**src/rtl/bless_xbar_st3.sv**
```systemverilog
// rtl/bless_xbar_st3.sv - BLESS router switch-traversal stage: registered 4x4 crossbar with deflection/error stats
//
// Optional port utilisation counters are enabled by defining BLESS_XBAR_PORT_STATS_EN.
//
// Ports:
//   clk, reset                  router clock, asynchronous active-high reset
//   flit_in_0..3, valid_in      per-channel flits and valid bits
//   apv_0..3, ppv_0..3          allocated / productive port vectors per channel
//   stat_clr                    synchronous clear of defl_cnt, alloc_err (and util_cnt_*)
//   flit_out_0..3, valid_out    registered crossbar outputs per network port
//   defl_cnt, alloc_err         saturating deflection count, sticky allocation-error flag
//   util_cnt_0..3               (optional) saturating per-port utilisation counts

module bless_xbar_st3 #(
    parameter int FLIT_W = 64,
    parameter int CNT_W  = 16
) (
    input  logic              clk,
    input  logic              reset,
    input  logic [FLIT_W-1:0] flit_in_0,
    input  logic [FLIT_W-1:0] flit_in_1,
    input  logic [FLIT_W-1:0] flit_in_2,
    input  logic [FLIT_W-1:0] flit_in_3,
    input  logic [3:0]        valid_in,
    input  logic [3:0]        apv_0,
    input  logic [3:0]        apv_1,
    input  logic [3:0]        apv_2,
    input  logic [3:0]        apv_3,
    input  logic [3:0]        ppv_0,
    input  logic [3:0]        ppv_1,
    input  logic [3:0]        ppv_2,
    input  logic [3:0]        ppv_3,
    input  logic              stat_clr,
    output logic [FLIT_W-1:0] flit_out_0,
    output logic [FLIT_W-1:0] flit_out_1,
    output logic [FLIT_W-1:0] flit_out_2,
    output logic [FLIT_W-1:0] flit_out_3,
    output logic [3:0]        valid_out,
    output logic [CNT_W-1:0]  defl_cnt,
    output logic              alloc_err
`ifdef BLESS_XBAR_PORT_STATS_EN
    ,
    output logic [CNT_W-1:0]  util_cnt_0,
    output logic [CNT_W-1:0]  util_cnt_1,
    output logic [CNT_W-1:0]  util_cnt_2,
    output logic [CNT_W-1:0]  util_cnt_3
`endif
);

    logic [FLIT_W-1:0] fin      [4];
    logic [3:0]        apv      [4];
    logic [3:0]        ppv      [4];
    logic [FLIT_W-1:0] flit_q   [4];
    logic [FLIT_W-1:0] nxt_flit [4];
    logic [3:0]        nxt_valid;
    logic              err_evt;
    logic [2:0]        ndefl;
    logic [1:0]        tgt;
    logic [CNT_W:0]    defl_sum;
    logic [CNT_W-1:0]  defl_nxt;

    assign fin[0] = flit_in_0;
    assign fin[1] = flit_in_1;
    assign fin[2] = flit_in_2;
    assign fin[3] = flit_in_3;
    assign apv[0] = apv_0;
    assign apv[1] = apv_1;
    assign apv[2] = apv_2;
    assign apv[3] = apv_3;
    assign ppv[0] = ppv_0;
    assign ppv[1] = ppv_1;
    assign ppv[2] = ppv_2;
    assign ppv[3] = ppv_3;

    assign flit_out_0 = flit_q[0];
    assign flit_out_1 = flit_q[1];
    assign flit_out_2 = flit_q[2];
    assign flit_out_3 = flit_q[3];

    // Channels are visited in ascending order, so the first claimant of a port
    // is the lowest-index channel; later claimants are dropped and flagged.
    always_comb begin
        nxt_valid = '0;
        err_evt   = 1'b0;
        ndefl     = '0;
        tgt       = '0;
        for (int p = 0; p < 4; p++) begin
            nxt_flit[p] = '0;
        end
        for (int c = 0; c < 4; c++) begin
            if (valid_in[c]) begin
                if (apv[c] == 4'b0000) begin
                    err_evt = 1'b1;
                end else begin
                    // x & (x-1) clears the lowest set bit; non-zero means multi-hot
                    if ((apv[c] & (apv[c] - 4'd1)) != 4'b0000) begin
                        err_evt = 1'b1;
                    end
                    for (int b = 3; b >= 0; b--) begin
                        if (apv[c][b]) begin
                            tgt = b[1:0];
                        end
                    end
                    if (nxt_valid[tgt]) begin
                        err_evt = 1'b1;
                    end else begin
                        nxt_valid[tgt] = 1'b1;
                        nxt_flit[tgt]  = fin[c];
                    end
                    if ((apv[c] & ppv[c]) == 4'b0000) begin
                        ndefl = ndefl + 3'd1;
                    end
                end
            end
        end
    end

    // One extra bit of headroom so the carry out signals saturation
    assign defl_sum = {1'b0, defl_cnt} + {{(CNT_W-2){1'b0}}, ndefl};
    assign defl_nxt = defl_sum[CNT_W] ? {CNT_W{1'b1}} : defl_sum[CNT_W-1:0];

    always_ff @(posedge clk or posedge reset) begin
        if (reset) begin
            valid_out <= '0;
            defl_cnt  <= '0;
            alloc_err <= 1'b0;
            for (int p = 0; p < 4; p++) begin
                flit_q[p] <= '0;
            end
        end else begin
            valid_out <= nxt_valid;
            for (int p = 0; p < 4; p++) begin
                flit_q[p] <= nxt_flit[p];
            end
            if (stat_clr) begin
                defl_cnt  <= '0;
                alloc_err <= 1'b0;
            end else begin
                defl_cnt  <= defl_nxt;
                alloc_err <= alloc_err | err_evt;
            end
        end
    end

`ifdef BLESS_XBAR_PORT_STATS_EN
    logic [CNT_W-1:0] util_q [4];

    assign util_cnt_0 = util_q[0];
    assign util_cnt_1 = util_q[1];
    assign util_cnt_2 = util_q[2];
    assign util_cnt_3 = util_q[3];

    always_ff @(posedge clk or posedge reset) begin
        if (reset) begin
            for (int p = 0; p < 4; p++) begin
                util_q[p] <= '0;
            end
        end else begin
            for (int p = 0; p < 4; p++) begin
                if (stat_clr) begin
                    util_q[p] <= '0;
                end else if (nxt_valid[p] && (util_q[p] != {CNT_W{1'b1}})) begin
                    util_q[p] <= util_q[p] + {{(CNT_W-1){1'b0}}, 1'b1};
                end
            end
        end
    end
`endif

endmodule

```
**config.mk**
```make
export PLATFORM = sky130hd
export DESIGN_NAME = bless_xbar_st3
export DESIGN_NICKNAME = d
export VERILOG_FILES = /design/src/rtl/bless_xbar_st3.sv
export SDC_FILE = /design/constraint.sdc
export NUM_CORES = 1
export LEC_CHECK = 0
export BUFFER_PORTS_ARGS = -buffer_cell sky130_fd_sc_hd__buf_2
export CORE_AREA = 4 4 221 223
export DETAILED_ROUTE_END_ITERATION = 10
export DIE_AREA = 0 0 225 227
export GPL_TIMING_DRIVEN = 0
export PLACE_DENSITY = 0.62
export SYNTH_ARGS = -nofsm -noshare
export SYNTH_HDL_FRONTEND = slang
export SYNTH_SLANG_ARGS = --single-unit
export TNS_END_PERCENT = 1
```
**constraint.sdc**
```tcl
create_clock -name clk -period 11.35 [get_ports clk]
set_clock_uncertainty 0.15 [all_clocks]
set_input_delay 1.135 -clock clk [delete_from_list [all_inputs] [get_ports clk]]
set_output_delay 1.135 -clock clk [all_outputs]
set_load 0.005 [all_outputs]
```
==> run_results.csv <==
group,metric,value,unit
critical_path,critPathArrivalTime,5.68,ns
timing,fin_setup_tns,0,ns
clocking,cts_resized,0,
cells_and_area,area_growth,35.00,%
power,comb_power_share,16.3,%
grt,track_usage,26.20,%
power,power.density,139.9,nW/um^2
critical_path,crit_fanout,10,
detailed_routing,num_vias,15700,
cells_and_area,final_common_cell,"buf_2",
clocking,cts.sinks,277,
placement,hpwl,51120,um
power,switchingPower,0.0007400,W
power,vdd_drop_max,0.09680,mV
critical_path,endpoint_kind,"flip-flop",
synthesis,synth_cells,1389,
power,power.share.sequential,41.2,%
synthesis,synth_seq_cells,277,
timing,final.setup.worst_slack,5.970,ns
timing,maxSlewHeadroom,6.722,%
detailed_routing,viasPerCell,5.945,
power,finalPower,0.002616,W
synthesis,syn_nets,1691,
synthesis,synth_fa_ha_area_share,0.6864,%
placement,place_inst,2567,
clocking,worst_skew_pair.late_latency,0.53,ns
run_status,failed_checks,"DRC",
cells_and_area,instances_no_fill,2641,
clocking,htreeDepth,2,
detailed_routing,drtIter0Drc,3021,
timing,setup_violations,0,
die,coreArea,46560,um^2
placement,pre_cts_ws,5.415,ns
grt,antenna_found_initial,17,
cells_and_area,final_cell_mix,"buf_2 (583), nand2_1 (277), dfrtp_1 (277)",
placement,io_buffers,567,
cells_and_area,drive_above_1_share,33.45,%
grt,grt_overflow,0,
power,swShare,28.28,%
clocking,clk_path_buf_depth,3,
synthesis,ys_async_sr_fraction,100.0,%
clocking,root_buffer,"clkbuf_16",
cells_and_area,fillerInstances,4702,
die,row_count,79,
synthesis,synthSimpleGateAreaFrac,14.38,%
critical_path,crit_required,11.65,ns
grt,grt_pass1_wl,101800,um
worst_hold_path,min_path_type,"flip-flop to flip-flop",
power,clkPwrFrac,42.5,%
run,drv_cap,0,
synthesis,synthMuxAreaShare,0.6051,%
clocking,cts_tree,"built",
timing,drv_slew,0,
die,dieWidth,225,um
detailed_routing,antenna_left,0,
timing,max_freq,0.1859,GHz
synthesis,synth.distinct_cells,62,
timing,fin_crit_sh,47.40,%
detailed_routing,drc,1,
synthesis,netlist_area,13850,um^2
detailed_routing,post_drt_wl_per_cell,26.90,um
synthesis,synth-compound-area-share,28.63,%
synthesis,synth_top_family_by_area,"compound AO/OA/AOI/OAI gates",
run_status,outcome,"complete, but fails checks",
power,intPower,0.001876,W
detailed_routing,routed_wl,71050,um
clocking,ctsHoldBuffers,0,
synthesis,synth_xor_area_share,0.9483,%
synthesis,syn_avg_cell_area,9.974,um^2
synthesis,yosysSeqAreaShare,50.03,%
timing,tightest_slew,1.394,ns
power,leakage,9.699,nW
synthesis,synth_ff_type,"dfrtp_1",
critical_path,path_class,"input port to flip-flop",
critical_path,cp-start-kind,"input port",
timing,finalHoldViolations,0,
clocking,clk_pin_slew,0.05,ns
grt,grt_max_degree,122,
grt,grt_pass1_vias,15350,
synthesis,synth_edf_count,0,
detailed_routing,drtPass1Iterations,11,
synthesis,yosys_warnings,0,
cells_and_area,nNetsFinal,2298,
clocking,cts-buffers-inserted,34,
clocking,postCtsSetupBuffers,0,
die,die_area,51080,um^2
timing,fin_crit,5.380,ns
die,start_util,29.76,%
placement,gp_congestion,0.9467,
die,io_pins,572,
critical_path,reg2reg_slack,8.46,ns
timing,rsz0062_at_grt,"false",
die,die_y,227,um
==> area by class of cell <==
cell class	count	area, um^2	area share (%)
sequential	277	6932	37.06
clock buffer	46	987.2	5.278
inverter	11	48.80	0.2609
antenna	13	32.53	0.1739
multi-input combinational	966	6274	33.54
clock inverter	15	138.9	0.7425
timing repair buffer	571	2919	15.61
buffer	135	613.1	3.278
tap	607	759.5	4.060
==> kinds of logic after synthesis <==
kind of cell / Yosys count
and+or+nand+nor: 482
AOI/OAI and AO/OA: 454
DFF: 277
buffers and inverters: 146
xor gates and xnor gates: 15
muxes: 8
adders and majority gates: 7
==> synthesized netlist by cell type, types with 8 or more instances <==
cell	number	share of area [%]
dfrtp_1	277	50
nand2_1	277	7.5
nor2_1	148	4.0
a22oi_1	132	7.2
a222oi_1	128	9.2
a221o_1	127	9.2
clkbuf_1	90	2.4
a21oi_1	21	0.76
buf_2	16	0.58
o21ai_0	15	0.54
buf_1	12	0.33
buf_4	11	0.60
inv_1	11	0.30
nor2b_1	10	0.45
xnor2_1	8	0.51
==> per-stage QoR <==
stage,hold slack (ns),area (um^2),util (%)
6_report,0.4402,18700,40.18
4_1_cts,0.4519,18670,40.11
3_3_place_gp,0.4258,17450,37.49
2_1_floorplan,0.4163,13850,-
3_5_place_dp,0.4389,17550,37.69
5_1_grt,0.4764,18700,40.17
==> worst max-delay path, stage by stage <==
cell and delay, ns:
buf_2 0.10, buf_2 0.17, a22oi_1 0.17, nand3_1 0.09
a211oi_1 0.33, ha_1 0.29, mux2_2 0.30, ha_1 0.29
mux2_2 0.27, ha_1 0.27, mux2_2 0.16, inv_1 0.05
fa_1 0.39, nor2b_1 0.13, o21ai_1 0.10, nor2_1 0.25
nand4_1 0.19, or3_1 0.49, clkbuf_1 0.28, a21oi_1 0.20
==> power by group through the flow <==
| stage | clock network [W] | registers (W) | logic, W |
|---|---|---|---|
| 2_1_floorplan | 0 | 0.00110 | 0.000160 |
| 3_3_place_gp | 0 | 0.00110 | 0.000413 |
| 3_5_place_dp | 0 | 0.00109 | 0.000421 |
| 4_1_cts | 0.00113 | 0.00108 | 0.000422 |
| 5_1_grt | 0.00117 | 0.00108 | 0.000463 |
| 6_report | 0.00111 | 0.00108 | 0.000427 |
==> layer usage <==
metal	vias up	track usage (%)	share of wire (%)	routed length (um)
li1	6632	-	-	-
met1	7653	33.90	37	26500
met2	1236	42.30	47	33520
met3	173	7.840	12	8746
met4	8	8.735	3.2	2245
met5	-	0	0.059	42
==> flip-flops by register name, indices dropped and copies added (netlist names) <==
signal	count
flit_out_1	64
valid_out	4
defl_cnt	16
flit_out_0	64
alloc_err	1
flit_out_2	64
flit_out_3	64
==> path summary, 6_finish.rpt <==
check / startpoint / cells past startpoint / endpoint
setup / recovery: apv_0[0] / 20 / defl_cnt[13]
hold / removal: defl_cnt[15] / 2 / defl_cnt[15]
setup reg to reg: defl_cnt[0] / 10 / defl_cnt[13]
hold reg to reg: defl_cnt[15] / 2 / defl_cnt[15]
max in group asynchronous: reset / 3 / flit_out_1[54]
min in group asynchronous: reset / 2 / flit_out_1[19]
Power figures use the tool's default switching activity.
